--- config.mk ---
export PLATFORM = sky130hd
export DESIGN_NAME = led_blink_sched
export DESIGN_NICKNAME = d
export VERILOG_FILES = /design/src/rtl/led_blink_sched.sv
export SDC_FILE = /design/constraint.sdc
export NUM_CORES = 1
export LEC_CHECK = 0
export ABC_CLOCK_PERIOD_IN_PS = 1800
export BUFFER_PORTS_ARGS = -buffer_cell sky130_fd_sc_hd__buf_2
export CORE_MARGIN = 10
export CORE_UTILIZATION = 25
export DETAILED_ROUTE_END_ITERATION = 10
export PLACE_DENSITY = 0.46
export SLEW_MARGIN = 20
export SYNTH_ARGS = -nofsm -noshare
export SYNTH_HDL_FRONTEND = slang
export SYNTH_SLANG_ARGS = --single-unit
--- constraint.sdc ---
create_clock -name clk -period 1.8 [get_ports clk]
set_input_delay 0.09 -clock clk [delete_from_list [all_inputs] [get_ports clk]]
set_output_delay 0.09 -clock clk [all_outputs]
set_load 0.01 [all_outputs]
--- src/rtl/led_blink_sched.sv ---
// LED blink scheduler: per-LED OFF/ON/BLINK/ACTIVITY modes, with mode writes applied on blink ticks.
// Optional LED_BLINK_SYNC_EN adds a 2-flop synchronizer on the blink input.
module led_blink_sched #(
  parameter int unsigned NUM_LEDS   = 4,
  parameter int unsigned HOLD_TICKS = 2,
  localparam int unsigned IDX_W     = (NUM_LEDS > 1) ? $clog2(NUM_LEDS) : 1
) (
  input  logic                clk,
  input  logic                reset,
  input  logic                blink,
  input  logic [NUM_LEDS-1:0] activity,
  input  logic                cfg_valid,
  output logic                cfg_ready,
  input  logic [IDX_W-1:0]    cfg_led,
  input  logic [1:0]          cfg_mode,
  output logic [NUM_LEDS-1:0] led,
  output logic                tick
);

  typedef enum logic [1:0] {MODE_OFF, MODE_ON, MODE_BLINK, MODE_ACT} mode_t;
  typedef enum logic [1:0] {ST_IDLE, ST_WAIT, ST_DARK, ST_LIT} state_t;

  logic                b_in;
  logic                b_q;
  logic                b_d;

  mode_t               mode_q  [NUM_LEDS];
  mode_t               mode_n  [NUM_LEDS];
  state_t              state_q [NUM_LEDS];
  state_t              state_n [NUM_LEDS];
  logic [7:0]          cnt_q   [NUM_LEDS];
  logic [7:0]          cnt_n   [NUM_LEDS];
  logic [NUM_LEDS-1:0] flag_q;
  logic [NUM_LEDS-1:0] flag_n;
  logic [NUM_LEDS-1:0] led_n;

  logic                pend_q;
  logic [IDX_W-1:0]    pend_led_q;
  mode_t               pend_mode_q;
  logic                take;

`ifdef LED_BLINK_SYNC_EN
  logic blink_p0;
  logic blink_p1;

  always_ff @(posedge clk or negedge reset) begin
    if (!reset) begin
      blink_p0 <= 1'b0;
      blink_p1 <= 1'b0;
    end else begin
      blink_p0 <= blink;
      blink_p1 <= blink_p0;
    end
  end

  assign b_in = blink_p1;
`else
  assign b_in = blink;
`endif

  // Blink sampling and tick edge detect
  always_ff @(posedge clk or negedge reset) begin
    if (!reset) begin
      b_q  <= 1'b0;
      b_d  <= 1'b0;
      tick <= 1'b0;
    end else begin
      b_q  <= b_in;
      b_d  <= b_q;
      tick <= b_q & ~b_d;
    end
  end

  assign take = cfg_valid && cfg_ready && (32'(cfg_led) < NUM_LEDS);

  // Next-state: activity FSMs first, then a pending mode write overrides the addressed LED
  always_comb begin
    flag_n = flag_q;
    led_n  = '0;
    for (int i = 0; i < NUM_LEDS; i++) begin
      mode_n[i]  = mode_q[i];
      state_n[i] = state_q[i];
      cnt_n[i]   = cnt_q[i];
      if (mode_q[i] == MODE_ACT) begin
        case (state_q[i])
          ST_IDLE: begin
            if (activity[i]) state_n[i] = ST_WAIT;
          end
          ST_WAIT: begin
            if (activity[i]) flag_n[i] = 1'b1;
            if (tick) begin
              state_n[i] = ST_DARK;
              cnt_n[i]   = 8'(HOLD_TICKS);
            end
          end
          ST_DARK: begin
            if (activity[i]) flag_n[i] = 1'b1;
            if (tick) begin
              cnt_n[i] = cnt_q[i] - 8'd1;
              if (cnt_q[i] == 8'd1) state_n[i] = ST_LIT;
            end
          end
          default: begin
            if (tick) begin
              state_n[i] = (flag_q[i] || activity[i]) ? ST_WAIT : ST_IDLE;
              flag_n[i]  = 1'b0;
            end else if (activity[i]) begin
              flag_n[i] = 1'b1;
            end
          end
        endcase
      end
      if (pend_q && tick && (pend_led_q == IDX_W'(i))) begin
        mode_n[i]  = pend_mode_q;
        state_n[i] = ST_IDLE;
        cnt_n[i]   = 8'd0;
        flag_n[i]  = 1'b0;
      end
      case (mode_n[i])
        MODE_OFF:   led_n[i] = 1'b0;
        MODE_ON:    led_n[i] = 1'b1;
        MODE_BLINK: led_n[i] = b_q;
        default:    led_n[i] = (state_n[i] != ST_DARK);
      endcase
    end
  end

  // State registers, LED drive and the single-entry write buffer
  always_ff @(posedge clk or negedge reset) begin
    if (!reset) begin
      for (int i = 0; i < NUM_LEDS; i++) begin
        mode_q[i]  <= MODE_OFF;
        state_q[i] <= ST_IDLE;
        cnt_q[i]   <= 8'd0;
      end
      flag_q      <= '0;
      led         <= '0;
      pend_q      <= 1'b0;
      pend_led_q  <= '0;
      pend_mode_q <= MODE_OFF;
      cfg_ready   <= 1'b0;
    end else begin
      for (int i = 0; i < NUM_LEDS; i++) begin
        mode_q[i]  <= mode_n[i];
        state_q[i] <= state_n[i];
        cnt_q[i]   <= cnt_n[i];
      end
      flag_q <= flag_n;
      led    <= led_n;
      if (take) begin
        pend_q      <= 1'b1;
        pend_led_q  <= cfg_led;
        pend_mode_q <= mode_t'(cfg_mode);
        cfg_ready   <= 1'b0;
      end else begin
        pend_q    <= pend_q & ~tick;
        cfg_ready <= ~pend_q | tick;
      end
    end
  end

endmodule
### Word level (Yosys, flattened, before mapping)

Index checks and enable logic that the tools add are counted.
Widths: inputs -> output; s select.

| cells by class | value |
|---|---|
| add/subtract/negate cells | 4 |
| $mul | 0 |
| div/mod/pow operators | 0 |
| $lt $le $gt $ge | 0 |
| eq/ne operators | 43 |
| shift operators | 0 |
| mux-type cells | 83 |
| bitwise logic cells | 6 |
| reduce and logical (&&, ||, !) cells | 39 |

Operators with widths:

| kind | count |
|---|---|
| $mux 8 | 13 |
| $mux 2 | 32 |
| $pmux 8 s2 | 4 |
| $eq 8x1->1 const B | 4 |
| $sub 8x1->8 const B | 4 |
| $eq 2x2->1 const B | 14 |
| $ne 3x3->1 const B | 8 |
| $pmux 2 s3 | 4 |
| $mux 1 | 22 |
| $eq 2x1->1 const B | 9 |
| $logic_not 2->1 | 9 |
| $ne 2x2->1 const B | 8 |
| $reduce_and 4->1 | 4 |
| $pmux 1 s3 | 4 |
| $reduce_bool 3->1 | 4 |
| $pmux 1 s2 | 4 |
| $reduce_and 2->1 | 4 |
| $reduce_bool 2->1 | 4 |
| $reduce_or 2->1 | 4 |
| $logic_and 1x1->1 | 6 |
| $logic_or 1x1->1 | 4 |
| $not 1->1 | 3 |
| $and 1x1->1 | 2 |
| $or 1x1->1 | 1 |

| word-level totals | value |
|---|---|
| register bits after elaboration | 65 |
| bits in latches | 0 |
| memory bits (writable) | 0 |
| memory bits (read-only) | 0 |
| bits of input ports | 12 |
| logic and storage cells | 199 |
| memories | 0 |

### Longest topological paths before layout

Gate-level depths: netlist of the first run.

| logic depth | value |
|---|---|
| depth after elaboration | 8 |
| depth in mapped cells | 8 |

### Worst setup path after synthesis of the first run

No wires, ideal clock.

| timing path | value |
|---|---|
| path kind | flip-flop to flip-flop |
| start | register state_q[2] in the netlist's numbering |
| end | register cnt_q[13] in the netlist's numbering |
| setup time | 0.078 ns |
| data arrival time | 1.855 ns |
| data required time | 1.722 ns |
| setup slack | -0.133 ns |
| stages on the path, launching flop included | 9 |
| cells stage by stage | dfrtp_1 inv_1 ha_1 clkbuf_1 o211ai_1 a2bb2oi_4 nand2_1 or4_1 a21oi_1 |

| on the way | value |
|---|---|
| longest elaborated chain between the ends | 4 |
| elaborated cells on any way between the ends | 9 |
| classes of those cells | eq/ne (4); mux (3); reduce/logical (2) |

Ends and longest elaborated chain:

| what | RTL line | RTL |
|---|---|---|
| start, declared | 29 | `state_t state_q [NUM_LEDS];` |
| start signal, assigned by index | 145 | `state_q[i] <= state_n[i];` |
| $eq 2x2->1 / $eq 2x1->1 (equally long branches) | 85 | `case (state_q[i])` |
| $pmux 8 s2 | 85 |  |
| $mux 8 | 84 | `if (mode_q[i] == MODE_ACT) begin` |
| $mux 8 | 113 | `if (pend_q && tick && (pend_led_q == IDX_W'(i))) begin` |
| end signal, assigned by index | 146 | `cnt_q[i] <= cnt_n[i];` |
| end, declared | 31 | `logic [7:0] cnt_q [NUM_LEDS];` |

Parallel ways exist; a longest one is shown, timed or not. The select of a mux whose other input is x is not followed.
A chain may end at the register's enable or synchronous reset.

### Final worst setup path of the first run

| timing path | value |
|---|---|
| start | register state_q[2] in the netlist's numbering |
| end | register cnt_q[12] in the netlist's numbering |

Same word-level chain as after synthesis.

==> results of run 1 <==
cell families after synthesis:
group	count (synthesis)	synth area share, %
fa+ha+maj	24	7.88
xor+xnor	19	4.36
compound gates	84	16.4
mux	10	2.86
buf+inv	37	4.40
simple gates	154	21.4
flops	65	42.7
metrics by stage:
stage          area (µm²)  setup WS (ps)  cells  TNS (ps)
3_3_place_gp         4530          -94.3    646      -148
2_1_floorplan        3860          0.973    393         0
5_1_grt              5160          -70.7    672      -278
4_1_cts              4940           1.40    666         0
6_report             5160           32.9    672         0
3_5_place_dp         4530           -114    646      -300
path summary, 6_finish.rpt:
path                                              end
worst max-delay path            cnt_q[12]$_DFFE_PN0P_
worst min-delay path            flag_q[3]$_DFFE_PN0P_
worst max register to register  cnt_q[12]$_DFFE_PN0P_
worst min register to register         tick$_DFF_PN0_
max in group asynchronous        state_q[2]$_DFF_PN0_
min in group asynchronous        cnt_q[5]$_DFFE_PN0P_
synthesized netlist by cell type (all sizes together), types with 3 or more instances:
library cell | instances | area share [%]
a311oi | 3 | 0.69
nor2 | 47 | 4.6
o41ai | 6 | 1.6
mux2i | 3 | 0.79
dfrtp | 65 | 43
or4 | 6 | 1.2
a21oi | 23 | 3.0
ha | 24 | 7.9
nand2 | 40 | 4.3
nand4 | 4 | 1.1
clkbuf | 5 | 0.49
a2bb2oi | 3 | 2.1
a211oi | 3 | 0.59
nor2b | 6 | 0.98
inv | 26 | 2.6
or3 | 3 | 0.49
xor2 | 19 | 4.4
o31ai | 6 | 1.2
o21ai | 16 | 2.1
o211ai | 4 | 0.79
nor3 | 6 | 0.79
nand3 | 22 | 2.9
a31oi | 6 | 0.98
mux2 | 7 | 2.1
nand4b | 3 | 1.5
nor4 | 6 | 0.98
buf | 6 | 1.3
worst max-delay path, delay by kind of cell (launching register included):
family | cells | cell delay (ps)
adders and majority gates | 1 | 170
DFF | 1 | 450
and+or+nand+nor | 2 | 480
buffers and inverters | 1 | 90
AOI/OAI and AO/OA | 3 | 490
power groups by stage:
stage / logic (W) / registers, W / clock network (W)
3_3_place_gp: 0.00332 / 0.00258 / 0
4_1_cts: 0.00345 / 0.00258 / 0.00177
3_5_place_dp: 0.00335 / 0.00258 / 0
6_report: 0.00375 / 0.00262 / 0.00171
2_1_floorplan: 0.00215 / 0.00256 / 0
5_1_grt: 0.00419 / 0.00272 / 0.00183
what timing repair did:
item / in CTS / in global routing
hold endpoints to repair: 70 / 0
gates resized for setup: 14 / 37
hold buffers: 6 / 0
setup buffers: 0 / 6
pin swaps: 2 / 16
setup endpoints to repair: 6 / 25
sequential cells by signal, summed over array words and instances (netlist names), 2 cells and up:
signal / cells
mode_q: 8
pend_mode_q: 2
pend_led_q: 2
cnt_q: 32
state_q: 8
flag_q: 4
led: 4
final cells by class:
cell class	instances	share of cell area (%)
repair buffers	88	12.6
inverters	26	1.99
clock buffers	11	4.70
flip-flops and latches	65	31.6
multi-input cells	291	43.7
well taps	188	4.56
clock inverters	3	0.824
metal layers:
metal	up-vias	part of all wire [%]
li1	1586	-
met1	1529	48
met2	36	47
met3	14	3.2
met4	0	2.2
met5	-	0
==> metrics.txt, run 1 <==
commonest non-fill, non-tap cell in the layout=buf_4; met2 capacity usage during global routing=15.1%; Slew headroom=62.3%; Clock power frac=21.2%; chip height=143 µm; worst slew pin tran=566 ps; Power, Total=slightly above 0.008 W; startpoint class of the critical path=flop; RSZ-0062 raised after global routing=yes; crit-path max cell delay=between 400 and 500 ps; Hold Path Origin=activity[3]; Max-Cap Viols=0; IO Count=18; post-synthesis sequential area ratio=42.7%; Net Switching=0.00311 W; initial antenna violation count=0; Flop pwr share=32.4%; clock-pin transition on the worst setup and hold timing paths=about 60 ps; crit path from=state_q[2]$_DFF_PN0_; number of core rows=45; Worst Hold Slack=roughly 38 ps; Initial Utilization=25.3%; P_int=roughly 0.0050 W; Worst Hold Depth=3; crit path kind=reg2reg; total number of vias=3165; Post-synth top flop=dfrtp_1; Logic pwr share=between 40% and 50%; YS warnings=0; EDFF count, synth=0; port bufs=17; routed length per instance=between 10 and 15 µm; clock root buffer=clkbuf_16; vias in the first global route=3273; Post-route DRC=0; ANT nets after route=0; via/cell ratio=4.71; Die ar.=approximately 0.02 mm²; post-synth cell types=54; GP Congestion=roughly 0.85; M1 GR Usage=12.4%; Fin. Hold Viols=0; met3 Track Usage GR=3.20%; drt first pass iters=4; multi-input combinational cell area=between 0.002 and 0.0025 mm²; cell area power density=~1600 mW/mm²; worst path cell trace=inv_4 -> ha_4 -> o211ai_1 -> a2bb2oi_4 -> nand2_2 -> or4_4 -> a21oi_2; Synth Cell Area=0.00381 mm²; Skew-Pair Late Insertion Delay=340 ps; r2r setup slk=30 ps; first-pass GRT wire length=between 15000 and 20000 µm; VDD IR max=0.000738 V; Layout Nets=roughly 520; worst r2r path cells=7; Critical Path AT=2030 ps; Core ar.=approximately 0.015 mm²; fillcell total=1528; Synth Area per Inst=9.70 µm²; largest net degree at the start of global routing=44; commonest non-fill, non-tap cells in the layout=buf_4, dfrtp_1, nor2_1; min-delay worst type=in2reg; final number of setup-violating endpoints=0; CTS max path bufs=2; grt ovf=0; CTS tree=done; Post-Syn Instances=393; worst-path fanout max=5; Initial DRC Count=188; syn_nets=429; Seq. cell area=approximately 0.0016 mm²; Setup crit end kind=flop; die width=143 µm; RR Startpoint=state_q[2]$_DFF_PN0_; Seq cells post-synth=between 60 and 70; Leakage=2.26 nW; Async SR Flop Fraction=100%; number of CTS-inserted buffers=9; final worst-path cycle share=98.2%; fin crit period=1770 ps; gr usage total=9.79%; Max Slew Vio Count=0; WP data required=2060 ps; Area Growth Syn to Fin=35.3%; Sw Ratio=38.5%; final core occ=roughly 34%; fmax=about 0.57 GHz; Antenna Cells=0; GRT busiest layer=met2; status=finished clean; Setup Skew=10.4 ps; depth of the CTS H-tree=3; Post-Route WL=9470 µm; TritonCTS Sinks=between 60 and 70; hpwl dp=6780 µm; share of layout cells above drive strength 1=about a third; Crit-path slowest cell=dfrtp_2
Power figures use the tool's default switching activity.
==> inputs of run 2 (changes only) <==
Settings changed: REMOVE_ABC_BUFFERS set to 1.
==> metrics.txt, run 2 (synthesized netlist as in run 1, its figures left out) <==
Antenna Cells=0 (unchanged); drt first pass iters=4 (unchanged); grt ovf=0 (unchanged); number of CTS-inserted buffers=9 (unchanged); RR Startpoint=state_q[1]$_DFF_PN0_ (was state_q[2]$_DFF_PN0_); number of core rows=45 (unchanged); port bufs=17 (unchanged); GP Congestion=0.876 (was 0.851); Initial Utilization=25.3% (unchanged); min-delay worst type=in2reg (unchanged); Fin. Hold Viols=0 (unchanged); gr usage total=9.53% (was 9.79%); max FFs per register=32 (unchanged); Area Growth Syn to Fin=38.3% (was 35.3%); CTS tree=done (unchanged); fin crit period=1770 ps (about the same); Crit-path slowest cell=dfrtp_1 (was dfrtp_2); initial antenna violation count=0 (unchanged); Layout Nets=517 (unchanged); depth of the CTS H-tree=3 (unchanged); setup_tns=0 ps (unchanged); crit path from=state_q[1]$_DFF_PN0_ (was state_q[2]$_DFF_PN0_); Hold Path Origin=cfg_led[1] (was activity[3]); status=finished clean (unchanged); hpwl dp=6510 µm (was 6780 µm); worst path cell trace=inv_1 -> buf_4 -> ha_1 -> buf_4 -> a211oi_1 -> nand3_1 -> o211ai_1 -> a31oi_2 (was inv_4 -> ha_4 -> o211ai_1 -> a2bb2oi_4 -> nand2_2 -> or4_4 -> a21oi_2); share of layout cells above drive strength 1=35.7% (was 33.5%); total number of vias=3261 (was 3165); CTS max path bufs=2 (unchanged); Leakage=2.29 nW (was 2.26 nW); Setup crit end kind=flop (unchanged); Core ar.=0.0151 mm² (unchanged); Biggest register=cnt_q (unchanged); crit-path most repeated cell=buf_4; worst-path fanout max=4 (was 5); fmax=0.566 GHz (about the same); final core occ=35.0% (was 34.2%); Max Slew Vio Count=0 (unchanged); fin worst setup slack=32.7 ps (was 32.9 ps); biggest regs=cnt_q: 32 flops, mode_q: 8 flops, state_q: 8 flops (unchanged); crit-path max cell delay=370 ps (was 450 ps); WP data required=2000 ps (was 2060 ps); clock root buffer=clkbuf_16 (unchanged); VDD IR max=0.000712 V (was 0.000738 V); vias in the first global route=3293 (was 3273); Critical Path AT=1970 ps (was 2030 ps); largest net degree at the start of global routing=66 (was 44); Post-Route WL=9450 µm (was 9470 µm); Power, Total=0.00833 W (was 0.00809 W); Initial DRC Count=180 (was 188); Post-route DRC=0 (unchanged); clock-pin transition on the worst setup and hold timing paths=60 ps (about the same); final worst-path cycle share=98.2% (about the same); CP top delay family=compound AO/OA/AOI/OAI gates (unchanged); startpoint class of the critical path=flop (unchanged); RSZ-0062 raised after global routing=yes (unchanged); final number of setup-violating endpoints=0 (unchanged); commonest non-fill, non-tap cells in the layout=dfrtp_1, buf_4, nor2_1 (was buf_4, dfrtp_1, nor2_1); routed length per instance=14.0 µm (was 14.1 µm); Skew-Pair Late Insertion Delay=330 ps (was 340 ps); cell area power density=1580 mW/mm² (was 1570 mW/mm²); crit path kind=reg2reg (unchanged); WP buf/inv=3 (was 1); Setup Skew=5.31 ps (was 10.4 ps); IO Count=18 (unchanged); ANT nets after route=0 (unchanged); worst slew pin tran=429 ps (was 566 ps); Slew headroom=71.2% (was 62.3%); first-pass GRT wire length=15900 µm (was 16100 µm); chip height=143 µm (unchanged); Die ar.=0.0206 mm² (unchanged); via/cell ratio=4.85 (was 4.71); die width=143 µm (unchanged); Max-Cap Viols=0 (unchanged); Setup WS pre-CTS=-54.1 ps (was -114 ps); TritonCTS Sinks=65 (unchanged)
run 2: changes by cell type in the layout (fill, tap and decap cells not counted), moves of 2 or more:
| cell | change |
|---|---|
| buf_12 | +2 |
| buf_6 | +2 |
| dlygate4sd3_1 | -3 |
| ha_4 | +2 |
run 2: repair_timing:
action,4_1_cts,5_1_grt
hold buffers,3,0
resized for setup,14,56
cloned,0,0
pin swaps,2,30
setup buffers,2,8
hold endpoints to repair,67,0
endpoints found under the setup margin,9,27
run 2: worst reg2reg max path: stages (launching register included):
cell      delay [ps]
dfrtp_1          370
inv_1             90
buf_4            140
ha_1             170
buf_4            150
a211oi_1         280
nand3_1          120
o211ai_1         180
a31oi_2          130
run 2: routing by layer:
layer | track usage, % | vias up | part of all wire, %
li1 | - | 1587 | -
met5 | 0 | - | 0
met2 | 15.0 | 46 | 47
met4 | 3.82 | 0 | 2.2
met1 | 12.2 | 1609 | 48
met3 | 2.44 | 19 | 2.7
run 2: final cells by class:
cell class                      count  area (µm²)
Inverter                           26         103
Sequential cell                    65        1630
Tap cell                          188         235
Fill cell                        1539        9820
Multi-Input combinational cell    291        2310
Clock buffer                       10         239
Timing Repair Buffer               88         674
Clock inverter                      5        80.1
run 2: per-stage QoR:
stage / instances / instance area (µm²) / hold slack, ps
6_report: 673 / 5270 / 17.3
5_1_grt: 673 / 5270 / 15.1
4_1_cts: 665 / 4960 / 5.01
3_5_place_dp: 645 / 4520 / 147
3_3_place_gp: 645 / 4520 / 140
2_1_floorplan: 382 / 3740 / -206
run 2: power breakdown:
part	switching (W)	internal (W)	total [W]
clock network	0.000659	0.00124	0.00190
registers	0.000566	0.00207	0.00264
logic	0.00194	0.00185	0.00379
total	0.00316	0.00517	0.00833
run 2: path summary, 6_finish.rpt:
kind                                                  end  slack, ps  depth (start not counted)
min in group asynchronous           flag_q[2]$_DFFE_PN0P_        300                          3
worst min-delay path            pend_led_q[1]$_DFFE_PN0P_         20                          2
worst max register to register           led[3]$_DFF_PN0_         30                          8
worst max-delay path                     led[3]$_DFF_PN0_         30                          8
max in group asynchronous            state_q[2]$_DFF_PN0_       1190                          3
worst min register to register             tick$_DFF_PN0_        390                          1
==> inputs of run 3 (changes only) <==
Settings changed: CORE_ASPECT_RATIO set to 1.25.
==> metrics.txt, run 3 (synthesized netlist as in run 1, its figures left out) <==
Area Growth Syn to Fin=37.0% (was 38.3%); worst-path fanout max=5 (was 4); die width=130 µm (was 143 µm); worst r2r dst=cnt_q[12]$_DFFE_PN0P_ (was led[3]$_DFF_PN0_); first-pass GRT wire length=16000 µm (was 15900 µm); initial antenna violation count=0 (unchanged); Max-Cap Viols=0 (unchanged); number of CTS-inserted buffers=9 (unchanged); crit path kind=reg2reg (unchanged); r2r setup slk=70 ps (was 30 ps); port bufs=17 (unchanged); worst slew pin tran=440 ps (was 429 ps); depth of the CTS H-tree=3 (unchanged); Post-route DRC=0 (unchanged); Initial Utilization=25.5% (was 25.3%); grt ovf=0 (unchanged); vias in the first global route=3359 (was 3293); Clock power frac=20.7% (was 22.8%); Antenna Cells=0 (unchanged); Slew headroom=70.6% (was 71.2%); setup_tns=0 ps (unchanged); total number of vias=3210 (was 3261); Fin. Hold Viols=0 (unchanged); biggest regs=cnt_q: 32 flops, mode_q: 8 flops, state_q: 8 flops (unchanged); Hold Path Origin=activity[3] (was cfg_led[1]); Leakage=2.27 nW (was 2.29 nW); RSZ-0062 raised after global routing=yes (unchanged); via/cell ratio=4.79 (was 4.85); GP Congestion=0.838 (was 0.876); Initial DRC Count=181 (was 180); hpwl dp=6610 µm (was 6510 µm); largest net degree at the start of global routing=66 (unchanged); WHS Endpoint=flag_q[3]$_DFFE_PN0P_ (was pend_led_q[1]$_DFFE_PN0P_); TritonCTS Sinks=65 (unchanged); cell area power density=1530 mW/mm² (was 1580 mW/mm²); fin crit period=1730 ps (was 1770 ps); ANT nets after route=0 (unchanged); commonest non-fill, non-tap cells in the layout=buf_4, dfrtp_1, nor2_1 (was dfrtp_1, buf_4, nor2_1); Biggest register=cnt_q (unchanged); Logic pwr share=45.7% (was 45.5%); final std cells w/o fill=670 (was 673); Flop pwr share=33.6% (was 31.7%); Core ar.=0.0150 mm² (was 0.0151 mm²); share of layout cells above drive strength 1=36.5% (was 35.7%); fmax=0.577 GHz (was 0.566 GHz); max FFs per register=32 (unchanged); CTS max path bufs=2 (unchanged); Post-DP Area=0.00451 mm² (was 0.00452 mm²); number of core rows=50 (was 45); Design Area, Final=0.00522 mm² (was 0.00527 mm²); worst r2r path cells=7 (was 8); Die ar.=0.0206 mm² (about the same); fin worst setup slack=67.0 ps (was 32.7 ps); placed cell count=640 (was 645); Critical Path AT=1990 ps (was 1970 ps); gr usage total=9.62% (was 9.53%); final worst-path cycle share=96.3% (was 98.2%); CTS tree=done (unchanged); routed length per instance=13.9 µm (was 14.0 µm); RR Startpoint=state_q[3]$_DFF_PN0_ (was state_q[1]$_DFF_PN0_); Setup crit end kind=flop (unchanged); status=finished clean (unchanged); Post-Route WL=9310 µm (was 9450 µm); clock-pin transition on the worst setup and hold timing paths=50 ps (was 60 ps); commonest non-fill, non-tap cell in the layout=buf_4; Worst Hold Depth=3 (was 2); Setup WS pre-CTS=-164 ps (was -54.1 ps); IO Count=18 (unchanged); Setup Skew=3.36 ps (was 5.31 ps); final number of setup-violating endpoints=0 (unchanged); Worst Hold Slack=49.3 ps (was 17.3 ps); clock root buffer=clkbuf_16 (unchanged); Sw Ratio=38.9% (was 38.0%); drt first pass iters=4 (unchanged); Layout Nets=520 (was 517); Net Switching=0.00311 W (was 0.00316 W); chip height=158 µm (was 143 µm); WP data required=2050 ps (was 2000 ps); Skew-Pair Late Insertion Delay=330 ps (about the same); Max Slew Vio Count=0 (unchanged); VDD IR max=0.000792 V (was 0.000712 V); startpoint class of the critical path=flop (unchanged); P_int=0.00489 W (was 0.00517 W); min-delay worst type=in2reg (unchanged)
-- run 3: cell types whose count changed in the layout (fill, tap and decap cells not counted), moves of 3 or more --
cell | before | now
dfrtp_1 | 62 | 58
dfrtp_2 | 3 | 7
dlygate4sd3_1 | 3 | 6
inv_1 | 21 | 17
inv_2 | 3 | 7
-- run 3: critical path: stages (launching register included) --
cell       delay (ps)
dfrtp_2           450
inv_2             110
ha_4              170
o211ai_1          140
a2bb2oi_4         180
nand2_1            80
or4_1             390
a21oi_1           150
-- run 3: how the worst max path moves through the flow --
| stage | start | endpoint | slack, ps | cells past startpoint |
|---|---|---|---|---|
| after floorplan | tick$_DFF_PN0_ | led[0]$_DFF_PN0_ | -730 | 5 |
| after CTS | state_q[7]$_DFF_PN0_ | cnt_q[29]$_DFFE_PN0P_ | -7 | 7 |
| after detailed placement | cnt_q[1]$_DFFE_PN0P_ | led[3]$_DFF_PN0_ | -160 | 7 |
| final | state_q[3]$_DFF_PN0_ | cnt_q[12]$_DFFE_PN0P_ | 70 | 7 |
| after global routing | state_q[0]$_DFF_PN0_ | cnt_q[4]$_DFFE_PN0P_ | -60 | 8 |
| after global placement | cnt_q[1]$_DFFE_PN0P_ | led[3]$_DFF_PN0_ | -140 | 7 |
-- run 3: power groups by stage --
stage          registers, W  logic [W]  clock network, W
2_1_floorplan       0.00262    0.00197                 0
3_3_place_gp        0.00258    0.00323                 0
3_5_place_dp        0.00259    0.00326                 0
4_1_cts             0.00261    0.00341           0.00170
5_1_grt             0.00278    0.00411           0.00178
6_report            0.00268    0.00366           0.00166
-- run 3: cell type report --
| cell class | instances | area, µm² |
|---|---|---|
| inverters | 26 | 103 |
| multi-input cells | 291 | 2300 |
| clock inverters | 3 | 15.0 |
| fillers | 1497 | 9730 |
| well taps | 182 | 228 |
| repair buffers | 91 | 679 |
| clock buffers | 12 | 267 |
| flip-flops and latches | 65 | 1640 |
-- run 3: per-stage QoR --
step | power [W] | utilization (%)
floorplan | 0.00458 | -
global placement | 0.00581 | 30.2
detailed placement | 0.00585 | 30.2
CTS | 0.00773 | 33.2
global route | 0.00867 | 34.9
finish | 0.00800 | 34.9
-- run 3: timing repair --
| item | 4_1_cts | 5_1_grt |
|---|---|---|
| endpoints found under the hold margin | 70 | 0 |
| setup buffers | 1 | 8 |
| hold buffers | 6 | 0 |
| setup endpoints to repair | 12 | 28 |
| resized for setup | 25 | 50 |
| pin swaps | 2 | 16 |
-- run 3: metal layers --
layer	vias to the layer above	GRT usage, %	wire (µm)
met2	32	15.6	4550
li1	1592	-	-
met4	0	4.77	224
met3	17	2.14	187
met5	-	0	0
met1	1569	11.7	4340
